$ cat config.mk
export PLATFORM = sky130hd
export DESIGN_NAME = lemmings_array
export DESIGN_NICKNAME = d
export VERILOG_FILES = /design/src/rtl/lemmings_array.sv
export SDC_FILE = /design/constraint.sdc
export NUM_CORES = 1
export LEC_CHECK = 0
export ABC_AREA = 1
export CORE_MARGIN = 2
export CORE_UTILIZATION = 55
export CTS_BUF_LIST = sky130_fd_sc_hd__clkbuf_4
export DETAILED_ROUTE_END_ITERATION = 10
export DONT_BUFFER_PORTS = 1
export PLACE_DENSITY = 0.7
export SYNTH_ARGS = -nofsm -noshare
export SYNTH_HDL_FRONTEND = slang
export SYNTH_HIERARCHICAL = 1
export SYNTH_SLANG_ARGS = --single-unit
$ cat constraint.sdc
create_clock -name sys_clk -period 4.65 [get_ports sys_clk]
set_input_delay 0.6975 -clock sys_clk [delete_from_list [all_inputs] [get_ports sys_clk]]
set_output_delay 0.6975 -clock sys_clk [all_outputs]
set_load 0.02 [all_outputs]
$ cat src/rtl/lemmings_array.sv
// NUM_LEM independent walk/fall/dig lemmings with fatal-fall detection and a
// live-population count. One lane instance per lemming.

module lemmings_lane #(
   parameter int FALL_MAX = 20
) (
   input  logic clk_i,
   input  logic rst_ni,
   input  logic ground_i,
   input  logic dig_i,
   input  logic bump_left_i,
   input  logic bump_right_i,
   output logic walk_left_o,
   output logic walk_right_o,
   output logic aaah_o,
   output logic digging_o,
   output logic alive_o
);
   localparam int CW = $clog2(FALL_MAX + 2);

   typedef enum logic [2:0] {
      WALK_L, WALK_R, FALL_L, FALL_R, DIG_L, DIG_R, SPLAT
   } st_e;

   st_e           state_q, state_d;
   logic [CW-1:0] cnt_q, cnt_d;
   logic [4:0]    out_q;

   // {alive, digging, aaah, walk_right, walk_left}
   function automatic logic [4:0] decode(input st_e s);
      case (s)
         WALK_L:        decode = 5'b10001;
         WALK_R:        decode = 5'b10010;
         FALL_L,FALL_R: decode = 5'b10100;
         DIG_L, DIG_R:  decode = 5'b11000;
         default:       decode = 5'b00000;
      endcase
   endfunction

   always_comb begin
      state_d = state_q;
      cnt_d   = '0;
      case (state_q)
         WALK_L: begin
            if (!ground_i)        state_d = FALL_L;
            else if (dig_i)       state_d = DIG_L;
            else if (bump_left_i) state_d = WALK_R;
         end
         WALK_R: begin
            if (!ground_i)         state_d = FALL_R;
            else if (dig_i)        state_d = DIG_R;
            else if (bump_right_i) state_d = WALK_L;
         end
         DIG_L: if (!ground_i) state_d = FALL_L;
         DIG_R: if (!ground_i) state_d = FALL_R;
         FALL_L, FALL_R: begin
            // Counter saturates so very long falls can never wrap into survival.
            if (!ground_i)
               cnt_d = (cnt_q == CW'(FALL_MAX)) ? cnt_q : cnt_q + 1'b1;
            else if (cnt_q == CW'(FALL_MAX))
               state_d = SPLAT;
            else
               state_d = (state_q == FALL_L) ? WALK_L : WALK_R;
         end
         default: state_d = SPLAT;
      endcase
   end

   always_ff @(posedge clk_i or negedge rst_ni) begin
      if (!rst_ni) begin
         state_q <= WALK_L;
         cnt_q   <= '0;
         out_q   <= 5'b10001;
      end else begin
         state_q <= state_d;
         cnt_q   <= cnt_d;
         out_q   <= decode(state_d);
      end
   end

   assign {alive_o, digging_o, aaah_o, walk_right_o, walk_left_o} = out_q;
endmodule

module lemmings_array #(
   parameter int NUM_LEM  = 4,
   parameter int FALL_MAX = 20
) (
   input  logic                         sys_clk,
   input  logic                         sys_rst_n,
   input  logic [NUM_LEM-1:0]           bump_left,
   input  logic [NUM_LEM-1:0]           bump_right,
   input  logic [NUM_LEM-1:0]           ground,
   input  logic [NUM_LEM-1:0]           dig,
   output logic [NUM_LEM-1:0]           walk_left,
   output logic [NUM_LEM-1:0]           walk_right,
   output logic [NUM_LEM-1:0]           aaah,
   output logic [NUM_LEM-1:0]           digging,
   output logic [$clog2(NUM_LEM+1)-1:0] alive_cnt
);
   localparam int AW = $clog2(NUM_LEM + 1);

   logic [NUM_LEM-1:0] alive;

   for (genvar i = 0; i < NUM_LEM; i++) begin : g_lane
      lemmings_lane #(.FALL_MAX(FALL_MAX)) u_lane (
         .clk_i        (sys_clk),
         .rst_ni       (sys_rst_n),
         .ground_i     (ground[i]),
         .dig_i        (dig[i]),
         .bump_left_i  (bump_left[i]),
         .bump_right_i (bump_right[i]),
         .walk_left_o  (walk_left[i]),
         .walk_right_o (walk_right[i]),
         .aaah_o       (aaah[i]),
         .digging_o    (digging[i]),
         .alive_o      (alive[i])
      );
   end

   always_comb begin
      alive_cnt = '0;
      for (int i = 0; i < NUM_LEM; i++)
         alive_cnt = alive_cnt + AW'(alive[i]);
   end
endmodule

Yosys cells after proc, flatten, opt, wreduce, memory -nomap -nowiden
Index checks and enable logic that the tools add are counted.
{"block": "classes", "n_addsub": 7, "eq_ne": 48, "n_mux": 64, "n_reduce_logical": 20}
{"op": "two-way mux 3 bit", "count": 40}
{"op": "case mux 5 bit (4 select lines)", "count": 4}
{"op": "two-way mux 5 bit", "count": 12}
{"op": "case mux 3 bit (5 select lines)", "count": 4}
{"op": "== test 3 x 2 -> 1 bit (second input constant)", "count": 16}
{"op": "== test 3 bit (second input constant)", "count": 16}
{"op": "== test 3 x 1 -> 1 bit (second input constant)", "count": 8}
{"op": "logical NOT 3 bit", "count": 8}
{"op": "OR reduction 2 bit", "count": 12}
{"op": "adder 5 x 1 -> 5 bit (second input constant)", "count": 4}
{"op": "== test 5 bit (second input constant)", "count": 4}
{"op": "!= test 3 bit (second input constant)", "count": 4}
{"op": "two-way mux 1 bit", "count": 4}
{"op": "adder 2 x 1 -> 3 bit", "count": 1}
{"op": "adder 3 x 1 -> 3 bit", "count": 1}
{"op": "adder 1 x 1 -> 2 bit", "count": 1}
{"block": "word_totals", "ff_bits": 52, "input_bits": 18, "out_inout_bits": 19, "wordCells": 151}

Depth between registers and ports, before layout
{"block": "logic_depth", "word_depth": 8, "mapped_depth": 10}

By module
Netlist, hierarchy kept.
{"module": "lemmings_lane", "instances": 4, "cells_each": 70, "area_per_inst_um2": 619.3, "seq_area_each_um2": 327.8}
{"module": "lemmings_array", "instances": 1, "cells_each": 8, "area_per_inst_um2": 63.8, "seq_area_each_um2": 0.0}

Least setup slack after synthesis
OpenSTA, ideal clock, no wires.
{"block": "synth_timing", "kind": "register to output", "start": "register g_lane[0].u_lane.out_q[4]", "end": "output port alive_cnt[1]", "arrival_time_ns": 1.626, "required_time_ns": 3.953, "setup_slack_ns": 2.327, "stages_incl_launch_ff": 6, "n_path_buf": 0, "path_cell_list": "dfstp_2 inv_1 fa_1 inv_1 ha_1 ha_1"}
{"block": "synth_between", "elab_chain_len": 3}
{"element": "start, declared", "line_no": "27", "rtl": "logic [4:0] out_q;"}
{"element": "start signal, assigned", "line_no": "77", "rtl": "out_q <= decode(state_d);"}
{"element": "adder 1 x 1 -> 2 bit", "line_no": "123", "rtl": "alive_cnt = alive_cnt + AW'(alive[i]);"}
{"element": "adder 2 x 1 -> 3 bit", "line_no": "123"}
{"element": "adder 3 x 1 -> 3 bit", "line_no": "123"}
{"element": "end, declared", "line_no": "98", "rtl": "output logic [$clog2(NUM_LEM+1)-1:0] alive_cnt"}
No other way between the ends.

Worst setup path in the final report
Same ends and word-level chain as after synthesis.

==> impl_metrics.csv <==
group,metric,value,unit
synth,synthDominantCellAreaShare,43.3,%
synth,synth_top_family_by_area,"simple AND/OR/NAND/NOR gates",
synth,synth.area.top_cells,"sky130_fd_sc_hd__dfrtp_1, sky130_fd_sc_hd__inv_1, sky130_fd_sc_hd__dfstp_2",
synth,synth_common_cells,"sky130_fd_sc_hd__inv_1, sky130_fd_sc_hd__dfrtp_1, sky130_fd_sc_hd__nand2_1",
sta,fin_setup_tns,0,ns
layout,num-nets-final,325,
sta,final.period_utilization,59.1,%
sta,final.min_clock_period,2.75,ns
place,finalWeightedCongestion,0.807,
sta,skew,0.00519,ns
place,number_of_i_o_port_buffers,0,
synth,synth.mux.area_fraction,0,%
worst_setup_path,critPathMaxStageDelay,0.54,ns
synth,synth_area_leader_cell,"sky130_fd_sc_hd__dfrtp_1",
synth,synth_adder_area_share,5.71,%
clocking,max-clock-path-buffers,2,
detailed_routing,vias,1810,
die,floorplan.initialDensity,57.6,%
worst_setup_path,startpoint_type,"flip-flop",
synth,synth.yosys.warnings,6,
synth,synthMostInstantiatedCell,"sky130_fd_sc_hd__inv_1",
synth,synth-async-reset-ratio,100,%
clocking,worstSkewPairLatency,0.36,ns
place,numPlacedInstances,340,
flow_run,cap_viol_max_count,0,
worst_setup_path,regToRegStartpoint,"g_lane[0].u_lane/cnt_q[0]",
clocking,tritoncts.num_buffers,5,
worst_setup_path,critical_path_cell_by_cell,"inv_1, fa_1, inv_1, ha_1, ha_1",
layout,drive_above_1_share,15.2,%
clocking,cts_resized,0,
clocking,cts.clk_slew.worst_paths,0.14,ns
worst_setup_path,critical_path_peak_fanout,1,
synth,synth_fp_nets,317,
place,dpl.hpwl,3.01,mm
clocking,cts_tree,"built",
worst_hold_path,holdCritPathClass,"input pin to async pin",
layout,fin_util,61.5,%
synth,synth_cells,288,
layout,insertedDiodeCount,0,
worst_setup_path,critPathArrivalTime,2.05,ns
clocking,cts.sink_count,52,
sta,report.final.setup_viol,0,
pwr,power.density_cell_area,360,nW/µm²
outcome,outcome,"finished clean",
die,rows,24,
die,floorplan.io_pins,37,
die,core,4410,µm²
detailed_routing,route.detailed.vias_per_inst,5.19,
worst_setup_path,critical_path_class,"flip-flop to output port",
worst_setup_path,worst-endpoint-required,3.95,ns
worst_setup_path,crit_path_from,"g_lane[0].u_lane/out_q[4]",
clocking,clockRootBuffer,"sky130_fd_sc_hd__clkbuf_4",
synth,mappedNetlistArea,2540,µm²
global_routing,grt_antenna_before_repair,0,
global_routing,grt_max_degree,45,
sta,timing_hold_violations_final,0,
detailed_routing,drt_wl_total,4.14,mm
die,chipWidth,72.0,µm
sta,rsz_0062_raised_after_global_routing,"no",
global_routing,grt.total_usage,18.1,%
detailed_routing,detail_route.drc_violations,0,
global_routing,first_global_vias,1696,
synth,synth_compound_area_share,8.07,%
synth,synth_cell_type_count,18,
detailed_routing,drt_iter0_drc,92,
synth,fraction_of_synthesized_cell_area_in_xor_and_xnor_cells,2.76,%
sta,maxSlewViolCount,0,
synth,synth_sequential_area_ratio,51.6,%
worst_setup_path,endpoint_kind,"output port",
pwr,leakage_power,1.44,nW
die,die-height,72.0,µm
detailed_routing,detail_route.first_pass.iterations,4,
layout,layout.cells.non_filler,349,
detailed_routing,antenna_violating_nets_post_route,0,
clocking,clock_tree.htree_level_count,2,
synth,syn_avg_cell_area,8.82,µm²
global_routing,globalRouteOverflowTotal,0,
layout,area_delta_synth_final,6.79,%
synth,yosys.area_share.simple,23.4,%
sta,max_frequency,364,MHz
worst_setup_path,critPathSlowestCell,"sky130_fd_sc_hd__dfstp_2",
detailed_routing,drt-wirelength-per-cell,11.9,µm
die,design.die.area,5180,µm²
synth,postSynthRegisterBits,52,
layout,fillerInstances,380,
synth,number_of_enable_flip_flop_cells_after_synthesis,0,
pwr,power.ir.vdd_worst,0.000177,V
sta,worstMarginPinSlew,0.312,ns
sta,slew_headroom,79.0,%
global_routing,grt_first_pass_wirelength,7.27,mm
synth,synth_ff_type,"sky130_fd_sc_hd__dfrtp_1",
## metrics by stage
stage / hold slack, ns / setup WS, ns / instance area [µm²] / total power [W]
after global placement: 0.403 / 2.30 / 2610 / 0.000722
after CTS: 0.122 / 1.86 / 2710 / 0.000994
after floorplan: 0.402 / 2.33 / 2540 / 0.000693
after global routing: 0.106 / 1.80 / 2710 / 0.00104
final: 0.151 / 1.90 / 2710 / 0.000976
after detailed placement: 0.404 / 2.30 / 2610 / 0.000727
## sequential cells by signal, summed over array words and instances (netlist names)
register and count:
g_lane.u_lane/cnt_q 20, g_lane.u_lane/out_q 20, g_lane.u_lane/state_q 12
## area by class of cell
class	count	area, µm²	share of cell area (%)
clock buffers	6	45.0	1.66
clock inverters	2	35.0	1.29
inverters	57	214	7.88
multi-input cells	179	1020	37.4
flip-flops and latches	52	1310	48.3
well taps	52	65.1	2.40
repair buffers	1	27.5	1.01
## layout by cell type, fill, tap and decap left out
cell type | netlist | routed
sky130_fd_sc_hd__a211oi_2 | 4 | 4
sky130_fd_sc_hd__a21oi_1 | 12 | 12
sky130_fd_sc_hd__a21oi_2 | 4 | 4
sky130_fd_sc_hd__buf_16 | 0 | 1
sky130_fd_sc_hd__bufinv_16 | 0 | 1
sky130_fd_sc_hd__clkbuf_4 | 0 | 6
sky130_fd_sc_hd__clkinv_2 | 0 | 1
sky130_fd_sc_hd__dfrtp_1 | 44 | 44
sky130_fd_sc_hd__dfstp_2 | 8 | 8
sky130_fd_sc_hd__fa_1 | 1 | 1
sky130_fd_sc_hd__ha_1 | 10 | 10
sky130_fd_sc_hd__inv_1 | 57 | 57
sky130_fd_sc_hd__nand2_1 | 40 | 40
sky130_fd_sc_hd__nand2_2 | 8 | 8
sky130_fd_sc_hd__nand3_1 | 16 | 16
sky130_fd_sc_hd__nand4_1 | 12 | 12
sky130_fd_sc_hd__nor2_1 | 32 | 32
sky130_fd_sc_hd__nor2_2 | 12 | 12
sky130_fd_sc_hd__nor3_1 | 4 | 4
sky130_fd_sc_hd__o21ai_0 | 12 | 12
sky130_fd_sc_hd__or2_1 | 4 | 4
sky130_fd_sc_hd__xor2_1 | 8 | 8
## power by group
group	switching, W	leakage (nW)	internal [W]
Sequential	0.0000512	0.667	0.000502
Combinational	0.000110	0.723	0.0000611
Clock	0.000133	0.0456	0.000119
Total	0.000295	1.44	0.000682
## timing repair
action,in CTS,in global routing
buffers inserted,0,0
endpoints found under the setup margin,0,0
hold endpoints to repair,44,0
hold buffers,1,0
## kinds of logic after synthesis
| logic type | Yosys count |
|---|---|
| xor gates and xnor gates | 8 |
| DFF | 52 |
| adders and majority gates | 11 |
| buffers and inverters | 57 |
| and+or+nand+nor | 128 |
| AOI/OAI and AO/OA | 32 |
## worst max-delay path: cells and delay by family, from the launching register on
kind / cells / cell delay (ns)
adders and majority gates: 3 / 1.07
buffers and inverters: 2 / 0.09
DFF: 1 / 0.54
## path summary, 6_finish.rpt
kind	end	slack (ns)	cells after the start
worst min register to register	g_lane[0].u_lane/out_q[2]	0.52	1
max in group asynchronous	g_lane[3].u_lane/state_q[0]	4.30	1
min in group sys_clk	g_lane[3].u_lane/out_q[2]	0.37	1
worst min-delay path	g_lane[0].u_lane/state_q[0]	0.15	1
worst max-delay path	alive_cnt[1]	1.90	5
worst max register to register	g_lane[0].u_lane/out_q[4]	3.24	7
## layer usage
| layer | part of all wire (%) | GRT usage [%] | wire length [µm] |
|---|---|---|---|
| met2 | 47 | 30.1 | 1940 |
| met1 | 47 | 23.1 | 1940 |
| met4 | 1.6 | 6.29 | 65 |
| met3 | 4.8 | 4.58 | 198 |
| met5 | 0 | 0 | 0 |
(Power assumes the default switching activity.)
